$ cat src/rtl/id_ex_stage_pkg.sv
// Shared pipeline package for the ID/EX stage.
// Holds the control-field widths, the bit positions of RegWrite and
// MemRead inside their control groups, the ID/EX FSM state encoding and
// a small helper used by the hazard comparator.
package id_ex_stage_pkg;

    localparam int REG_ADDR_W = 5;
    localparam int DATA_W     = 32;

    localparam int WB_W = 2;   // [1] RegWrite, [0] MemtoReg
    localparam int M_W  = 2;   // [1] MemRead,  [0] MemWrite
    localparam int EX_W = 4;   // RegDst, ALUSrc, ALUOp[1:0]

    localparam int WB_REG_WRITE_BIT = 1;
    localparam int M_MEM_READ_BIT   = 1;

    typedef enum logic {
        ST_RUN    = 1'b0,
        ST_BUBBLE = 1'b1
    } id_ex_state_e;

    // Register 0 is hard-wired to zero, so it can never carry a real dependency.
    function automatic logic is_zero_reg(input logic [REG_ADDR_W-1:0] addr);
        return (addr == '0);
    endfunction

endpackage

$ cat src/rtl/id_ex_stage_hazard_detect.sv
// hazard_detect: combinational load-use hazard comparator.
// Ports:
//   mem_read    - MemRead of the instruction currently held in ID/EX
//   ex_rt_addr  - destination (rt) of that load
//   id_rs_addr  - rs of the instruction sitting in IF/ID
//   id_rt_addr  - rt of the instruction sitting in IF/ID
//   hazard      - high when the IF/ID instruction needs the load result
module hazard_detect
    import id_ex_stage_pkg::*;
(
    input  logic                  mem_read,
    input  logic [REG_ADDR_W-1:0] ex_rt_addr,
    input  logic [REG_ADDR_W-1:0] id_rs_addr,
    input  logic [REG_ADDR_W-1:0] id_rt_addr,
    output logic                  hazard
);

    always_comb begin
        hazard = mem_read
              && !is_zero_reg(ex_rt_addr)
              && ((ex_rt_addr == id_rs_addr) || (ex_rt_addr == id_rt_addr));
    end

endmodule

$ cat src/rtl/id_ex_stage.sv
// id_ex_stage: ID/EX pipeline register with load-use stall control.
// Optional feature: define STALL_COUNT_EN to add stall_cnt_o, a wrapping
// 32-bit count of load-use bubbles inserted.
// Ports:
//   clk_i, rst_n_i                    - clock, async active-low reset
//   ifid_rs_i/rt_i/rd_i               - IF/ID register addresses
//   rsdata_i, rtdata_i, imm_i         - register file data, sign-extended imm
//   ctrl_wb_i, ctrl_m_i, ctrl_ex_i    - decoded control groups
//   flush_i                           - branch taken, squash ID
//   hold_i                            - downstream freeze (no register moves)
//   rsaddr_o..ex_o                    - registered ID/EX contents
//   pc_write_o, ifid_write_o          - 1 = upstream may advance
//   bubble_o                          - ID/EX holds an inserted bubble
//
// state     | meaning
// ----------+--------------------------------------------------------
// ST_RUN    | normal flow; ID/EX follows ID (or takes a flush bubble)
// ST_BUBBLE | ID/EX holds a load-use bubble; next enabled edge resumes
module id_ex_stage
    import id_ex_stage_pkg::*;
(
    input  logic                  clk_i,
    input  logic                  rst_n_i,
    input  logic [REG_ADDR_W-1:0] ifid_rs_i,
    input  logic [REG_ADDR_W-1:0] ifid_rt_i,
    input  logic [REG_ADDR_W-1:0] ifid_rd_i,
    input  logic [DATA_W-1:0]     rsdata_i,
    input  logic [DATA_W-1:0]     rtdata_i,
    input  logic [DATA_W-1:0]     imm_i,
    input  logic [WB_W-1:0]       ctrl_wb_i,
    input  logic [M_W-1:0]        ctrl_m_i,
    input  logic [EX_W-1:0]       ctrl_ex_i,
    input  logic                  flush_i,
    input  logic                  hold_i,
    output logic [REG_ADDR_W-1:0] rsaddr_o,
    output logic [REG_ADDR_W-1:0] rtaddr_o,
    output logic [REG_ADDR_W-1:0] rdaddr_o,
    output logic [DATA_W-1:0]     rsdata_o,
    output logic [DATA_W-1:0]     rtdata_o,
    output logic [DATA_W-1:0]     imm_o,
    output logic [WB_W-1:0]       wb_o,
    output logic [M_W-1:0]        m_o,
    output logic [EX_W-1:0]       ex_o,
    output logic                  pc_write_o,
    output logic                  ifid_write_o,
    output logic                  bubble_o
`ifdef STALL_COUNT_EN
    ,
    output logic [31:0]           stall_cnt_o
`endif
);

    id_ex_state_e state_q, state_d;
    logic         hazard;
    logic         load_en;
    logic         insert_bubble;
    logic         last_flush_q;

    hazard_detect u_hazard_detect (
        .mem_read   (m_o[M_MEM_READ_BIT]),
        .ex_rt_addr (rtaddr_o),
        .id_rs_addr (ifid_rs_i),
        .id_rt_addr (ifid_rt_i),
        .hazard     (hazard)
    );

    always_comb begin
        load_en       = !hold_i;
        insert_bubble = hazard || flush_i;
        state_d       = state_q;
        pc_write_o    = 1'b0;
        ifid_write_o  = 1'b0;
        if (load_en) begin
            // A taken branch overrides the stall: the redirect must proceed.
            pc_write_o   = !hazard || flush_i;
            ifid_write_o = !hazard || flush_i;
            case (state_q)
                ST_RUN:    if (hazard && !flush_i) state_d = ST_BUBBLE;
                ST_BUBBLE: state_d = ST_RUN;
                default:   state_d = ST_RUN;
            endcase
        end
        bubble_o = (state_q == ST_BUBBLE) || last_flush_q;
    end

    always_ff @(posedge clk_i or negedge rst_n_i) begin
        if (!rst_n_i) begin
            state_q <= ST_RUN;
        end else begin
            state_q <= state_d;
        end
    end

    always_ff @(posedge clk_i or negedge rst_n_i) begin
        if (!rst_n_i) begin
            rsaddr_o     <= '0;
            rtaddr_o     <= '0;
            rdaddr_o     <= '0;
            rsdata_o     <= '0;
            rtdata_o     <= '0;
            imm_o        <= '0;
            wb_o         <= '0;
            m_o          <= '0;
            ex_o         <= '0;
            last_flush_q <= 1'b0;
        end else if (load_en) begin
            last_flush_q <= flush_i;
            if (insert_bubble) begin
                // Only the control groups are zeroed; operand fields keep
                // their old values so forwarding compares stay quiet.
                wb_o <= '0;
                m_o  <= '0;
                ex_o <= '0;
            end else begin
                rsaddr_o <= ifid_rs_i;
                rtaddr_o <= ifid_rt_i;
                rdaddr_o <= ifid_rd_i;
                rsdata_o <= rsdata_i;
                rtdata_o <= rtdata_i;
                imm_o    <= imm_i;
                wb_o     <= ctrl_wb_i;
                m_o      <= ctrl_m_i;
                ex_o     <= ctrl_ex_i;
            end
        end
    end

`ifdef STALL_COUNT_EN
    logic [31:0] stall_cnt_q;

    always_ff @(posedge clk_i or negedge rst_n_i) begin
        if (!rst_n_i) begin
            stall_cnt_q <= '0;
        end else if ((state_q == ST_RUN) && (state_d == ST_BUBBLE)) begin
            stall_cnt_q <= stall_cnt_q + 32'd1;
        end
    end

    assign stall_cnt_o = stall_cnt_q;
`endif

endmodule

$ cat config.mk
export PLATFORM = sky130hd
export DESIGN_NAME = id_ex_stage
export DESIGN_NICKNAME = d
export VERILOG_FILES = /design/src/rtl/id_ex_stage_pkg.sv /design/src/rtl/id_ex_stage_hazard_detect.sv /design/src/rtl/id_ex_stage.sv
export SDC_FILE = /design/constraint.sdc
export NUM_CORES = 1
export LEC_CHECK = 0
export CAP_MARGIN = 10
export CORE_MARGIN = 2
export CORE_UTILIZATION = 40
export DETAILED_ROUTE_END_ITERATION = 8
export PLACE_DENSITY = 0.86
export SKIP_CTS_REPAIR_TIMING = 1
export SYNTH_ARGS = -nofsm -noshare
export SYNTH_HDL_FRONTEND = slang
export SYNTH_SLANG_ARGS = --single-unit
$ cat constraint.sdc
create_clock -name clk_i -period 2.1 [get_ports clk_i]
set_clock_uncertainty 0.05 [all_clocks]
set_input_delay 0.21 -clock clk_i [delete_from_list [all_inputs] [get_ports clk_i]]
set_output_delay 0.21 -clock clk_i [all_outputs]
set_load 0.02 [all_outputs]
==> qor.yml, run 1 <==
run_status:
  status: "complete, no violations"
worst_setup_path:
  critical_path_required_ns: 2.34
  worstSetupPathType: "register to register"
  reg2reg_slack_ns: 0.03
  crit_start: "rtaddr_o[3]$_DFFE_PN0P_"
  end_kind: "register"
  worst-path-max-fanout: 49
  crit_chain: "xnor2_2, nand4_1, o22ai_4, a21oi_4, buf_12, mux2_2"
  crit_path_start_kind: "register"
  critPathTopFamily: "flip-flops"
  arrival_ns: 2.32
  rr_worst_depth: 6
  rr_endpoint: "rsdata_o[25]$_DFFE_PN0P_"
  r2r-start: "rtaddr_o[3]$_DFFE_PN0P_"
  worst_path_largest_cell_delay_ns: 0.47
  crit_slowest_cell: "dfrtp_2"
  cp.buffers_inverters: 1
placement:
  portBuffers: 244
  post_dp_cell_area_mm2: 0.00775
  dp.cells: 699
  dp_hpwl_um: 9710
  gp_congestion: 0.810
cells_and_area:
  area_growth_pct: 63.9
  fin_nets: 672
  multi_input_area_mm2: 0.00191
  final_layout_size_suffix_gt1_frac: 0.297
  diodes: 0
  seq_area_mm2: 0.00303
  fin_cells: 734
  final_core_utilization: 0.670
  fill_cells: 894
  final_area_mm2: 0.00842
pwr:
  leakagePower_nw: 3.67
  p_comb_frac: 0.278
  switchingPower_mw: 2.16
  p_int_mw: 5.98
  swShare: 0.265
  power_mw: 8.13
  peakVddDrop_v: 0.000561
  p_seq_frac: 0.360
  power.density_mw_per_mm2: 966
  p_clk_frac: 0.362
route:
  drc: 0
  ant_nets: 0
  wl_per_cell_um: 18.5
  dr.pass1.iters: 4
  via_count: 3448
  drt_iter0_drc: 199
  routed_wl_um: 13600
  vias_per_cell: 4.70
global_route:
  grt-ovfl-total: 0
  met1_usage: 0.236
  grt_max_degree: 60
  grt.total_usage: 0.202
  gr-usage-met2: 0.333
  busiest_layer: "met2"
  met3_usage: 0.0759
  grt_pass1_wl_um: 21600
  antenna_found_initial: 0
  grt_pass1_vias: 3871
logic_synthesis:
  synth_top_area_cell: "dfrtp_1"
  synth.net_count: 408
  synth_area_leaders: "dfrtp_1 (59%), mux2_4 (28%), buf_12 (3.5%)"
  yosys.area.top_type_share: 0.590
  ys_ff_latch: 121
  syn_avg_cell_area_um2: 18.0
  yosysMostFrequentCell: "dfrtp_1"
  syn-cell-area_mm2: 0.00513
  syn-instance-count: 285
  synth_edf_count: 0
  synthTopCellsByCount: "dfrtp_1 (121), mux2_4 (97), a22o_1 (13)"
  yosysUniqueCellTypes: 21
  synth-async-reset-ratio: 1.00
  ys_seq_area_frac: 0.590
  yosys_warnings: 0
  ys.flop_type: "dfrtp_1"
cts:
  cts_tree: "yes"
  path_clk_slew_ns: 0.05
  cts_buffers: 17
  htree_levels: 4
  clockBufferDepth: 2
  cts_root_buf: "clkbuf_16"
  numClockSinks: 121
  clock_latency_ns: 0.41
sta:
  tightest_slew_ns: 0.367
  final.period_utilization: 0.988
  hold_viol: 0
  rsz0062_at_grt: "yes"
  fin_crit_ns: 2.07
  max_clock_freq_mhz: 482
  final-setup-viol-count: 0
  relSlewSlack: 0.756
  slew_viol_final: 0
floorplan:
  start_util: 0.409
  design.core.area_mm2: 0.0126
  die_x_um: 117
  rows: 41
  die_h_um: 117
  num_io_pins: 245
  dieArea_mm2: 0.0138
flow_run:
  cap_viol_max_count: 0
hold_path:
  min_path_type: "input pin to asynchronous set/reset pin"
[per-stage QoR]
step	hold WS (ns)	setup TNS (ns)	worst slack (ns)
after detailed placement	0.00329	-12.10	-0.155
after CTS	-0.442	-0.882	-0.441
after global placement	-0.00202	-9.61	-0.164
after global routing	0.147	-0.953	-0.0543
final	0.144	0	0.0254
after floorplan	-0.136	0	0.225
[power by group through the flow]
| stage | Sequential, mW | Clock [mW] | Combinational (mW) |
|---|---|---|---|
| global placement | 2.94 | 0 | 2.20 |
| CTS | 2.93 | 3.02 | 2.26 |
| detailed placement | 2.96 | 0 | 2.24 |
| finish | 2.93 | 2.94 | 2.26 |
| global route | 2.97 | 3.12 | 2.36 |
| floorplan | 3.36 | 0 | 0.676 |
[sequential cells by signal, summed over array words and instances (netlist names)]
signal	cells
ex_o	4
state_q	1
wb_o	2
rdaddr_o	5
rsaddr_o	5
m_o	2
rtaddr_o	5
last_flush_q	1
rsdata_o	32
rtdata_o	32
imm_o	32
[cell type report]
type / count / area share
multi-input cells: 147 / 0.227
clock buffers: 24 / 0.0572
inverters: 1 / 0.000446
repair buffers: 261 / 0.315
clock inverters: 8 / 0.0140
well taps: 172 / 0.0256
flip-flops and latches: 121 / 0.360
[logic make-up (layout without fill, tap and decap cells)]
kind of cell / Yosys count / after routing / synth area share
DFF: 121 / 121 / 0.590
AOI/OAI and AO/OA: 18 / 18 / 0.0300
muxes: 106 / 106 / 0.303
buffers and inverters: 17 / 294 / 0.0478
and+or+nand+nor: 13 / 13 / 0.0122
xor gates and xnor gates: 10 / 10 / 0.0171
[cells in the final DEF, fill, tap and decap left out]
master,count
o31ai_1,1
o22ai_4,1
nor3_1,1
dfrtp_2,5
clkinvlp_4,1
buf_12,7
nand2_1,6
a21oi_4,1
nor2_1,1
dlygate4sd3_1,1
clkdlybuf4s50_1,241
clkinv_2,4
clkbuf_16,17
buf_4,11
nand4_1,2
clkbuf_2,1
clkbuf_1,4
o21ai_0,1
a31oi_4,1
mux2_4,97
or2_2,3
a22o_1,13
inv_1,1
dfrtp_1,116
mux2_2,9
xnor2_2,3
xnor2_1,7
clkbuf_8,3
bufinv_16,3
[worst reg2reg max path, stage by stage (launching register included)]
cell and delay (ns):
dfrtp_2 0.47, xnor2_2 0.15, nand4_1 0.17, o22ai_4 0.13, a21oi_4 0.23, buf_12 0.33, mux2_2 0.42
[routing by layer]
metal / share of wire / vias up / routed length (µm)
li1: - / 1531 / -
met1: 0.40 / 1720 / 5450
met2: 0.50 / 171 / 6720
met3: 0.079 / 26 / 1070
met4: 0.024 / 0 / 329
met5: 0 / - / 0
[worst max path at each step]
stage	endpoint	slack (ns)	cells after the start
global route	ifid_write_o	-0.05	5
CTS	pc_write_o	-0.44	5
finish	rsdata_o[25]$_DFFE_PN0P_	0.03	6
global placement	pc_write_o	-0.16	6
detailed placement	pc_write_o	-0.15	6
floorplan	rsdata_o[15]$_DFFE_PN0P_	0.23	7
No activity file was read; power rests on OpenSTA's default activity.
==> run 2, diff against run 1 <==
Settings changed: CORE_MARGIN 2 to 5, GPL_TIMING_DRIVEN set to 0.
==> run 2 against run 1 <==
  * The flow now finishes with violations (negative setup slack)
  * Sequential cell count did not move
  * Sequential power hardly changed
  * Worst setup slack got worse by 0.072 ns
  * Die area increased by 10%
  * Clock power fell by 7.1%
  * Fmax down 3.4%
  * Non-clock buffer count is 6 higher
  * Combinational power up 2%
  * Count of clock-buffer cells in the layout shrank 2
  * First-iteration DRC count decreased by 25%
  * Via count grew 0.58%
  * Critical endpoint is now pc_write_o
==> qor.yml, run 2 (same netlist as run 1, synthesis figures left out) <==
cells_and_area:
  layout_common_cells: "clkdlybuf4s50_1 (241), dfrtp_1 (116), mux2_4 (97)"
  seq_area_mm2: 0.00303
  final_layout_size_suffix_gt1_frac: 0.309
  final_common_cell: "clkdlybuf4s50_1"
  area_growth_pct: 66.4
  fin_nets: 678
  fill_cells: 869
  final_area_mm2: 0.00855
  largestRegisters: "imm_o (32), rsdata_o (32), rtdata_o (32)"
  diodes: 0
  multi_input_area_mm2: 0.00192
sta:
  final.period_utilization: 1.02
  max_clock_freq_mhz: 466
  fin_setup_tns_ns: -2.64
  final-setup-viol-count: 91
  tightest_slew_ns: 0.504
  setup_slack_ns: -0.0467
  slew_viol_final: 0
  hold_viol: 0
  fin_crit_ns: 2.15
  relSlewSlack: 0.664
  rsz0062_at_grt: "yes"
worst_setup_path:
  arrival_ns: 1.89
  cpMostUsedCell: "buf_4"
  crit_start: "rtaddr_o[1]$_DFFE_PN0P_"
  critPathTopFamily: "flip-flops"
  cp.buffers_inverters: 2
  worst_path_largest_cell_delay_ns: 0.46
  reg2reg_slack_ns: -0.05
  worstSetupPathType: "register to output pin"
  end_kind: "output pin"
  crit_slowest_cell: "dfrtp_2"
  r2r-start: "rtaddr_o[1]$_DFFE_PN0P_"
  crit_path_start_kind: "register"
  worst-path-max-fanout: 5
  crit_chain: "xnor2_2, nand4_1, o22ai_4, a31oi_2, buf_4, buf_4"
  critical_path_required_ns: 1.84
global_route:
  grt.total_usage: 0.188
  grt_pass1_vias: 3912
  antenna_found_initial: 0
  grt_max_degree: 101
  grt-ovfl-total: 0
  grt_pass1_wl_um: 21400
floorplan:
  start_util: 0.407
  num_io_pins: 245
  rows: 41
  die_x_um: 123
  design.core.area_mm2: 0.0126
  die_h_um: 123
  dieArea_mm2: 0.0152
hold_path:
  min_path_type: "input pin to asynchronous set/reset pin"
route:
  ant_nets: 0
  vias_per_cell: 4.70
  wl_per_cell_um: 20.0
  drc: 0
  dr.pass1.iters: 4
  wl_met1_um: 5680
  drt_iter0_drc: 149
  met2_wirelength_um: 7410
  routed_wl_um: 14700
  met3WireLength_um: 1410
  top_layer: "met4"
  via_count: 3468
cts:
  clockBufferDepth: 2
  cts_buffers: 17
  path_clk_slew_ns: 0.06
  clock_latency_ns: 0.40
  cts_root_buf: "clkbuf_16"
  htree_levels: 4
  cts_tree: "yes"
  numClockSinks: 121
pwr:
  power_mw: 7.97
  peakVddDrop_v: 0.000556
  leakagePower_nw: 3.73
  power.density_mw_per_mm2: 933
placement:
  dp_hpwl_um: 10200
  portBuffers: 244
  gp_congestion: 0.718
  post_dp_cell_area_mm2: 0.00782
flow_run:
  cap_viol_max_count: 0
run_status:
  status: "finished, violations left"
  failed_checks: "negative setup slack"
run 2: cell count changes in the layout (fill, tap and decap cells not counted), moves of 2 or more:
cell | before | now
bufinv_16 | 3 | 1
buf_4 | 11 | 6
xnor2_1 | 7 | 5
buf_12 | 7 | 11
xnor2_2 | 3 | 5
clkbuf_16 | 17 | 20
clkbuf_1 | 4 | 2
run 2: layer usage:
| metal | track usage | up-vias |
|---|---|---|
| li1 | - | 1554 |
| met1 | 0.210 | 1723 |
| met2 | 0.320 | 174 |
| met3 | 0.0796 | 17 |
| met4 | 0.0664 | 0 |
| met5 | 0 | - |
run 2: layout make-up:
class	count	share of cell area
well taps	172	0.0252
clock buffers	22	0.0567
plain buffers	16	0.0297
repair buffers	251	0.300
multi-input cells	147	0.225
inverters	1	0.000439
flip-flops and latches	121	0.355
clock inverters	8	0.00834
run 2: path summary, 6_finish.rpt:
kind	end	cells after the start
setup / recovery	pc_write_o	6
hold / removal	rsdata_o[4]$_DFFE_PN0P_	2
setup reg to reg	rtaddr_o[3]$_DFFE_PN0P_	8
hold reg to reg	state_q$_DFFE_PN0N_	1
max in group asynchronous	imm_o[19]$_DFFE_PN0P_	3
min in group clk_i	m_o[1]$_DFFE_PN0N_	2
run 2: metrics by stage:
step           worst slack, ns  hold slack (ns)   util  std cells
3_5_place_dp            -0.236           0.0297  0.620        702
2_1_floorplan            0.225           -0.136      -        285
5_1_grt                 -0.127            0.184  0.677        738
3_3_place_gp             -3.73            0.417  0.617        701
4_1_cts                 -0.542           -0.406  0.664        732
6_report               -0.0467            0.182  0.677        738
run 2: worst register-to-register path, stage by stage, from the launching register on:
cell      delay [ns]
dfrtp_2         0.46
xnor2_2         0.20
nand4_1         0.21
o22ai_4         0.19
buf_4           0.17
a21oi_4         0.08
buf_4           0.20
clkbuf_4        0.20
a22o_1          0.27
run 2: power by group:
group	leakage, nW	switching (mW)	internal (mW)
combinational	2.02	0.950	1.36
sequential	1.43	0.236	2.69
clock	0.277	1.00	1.73
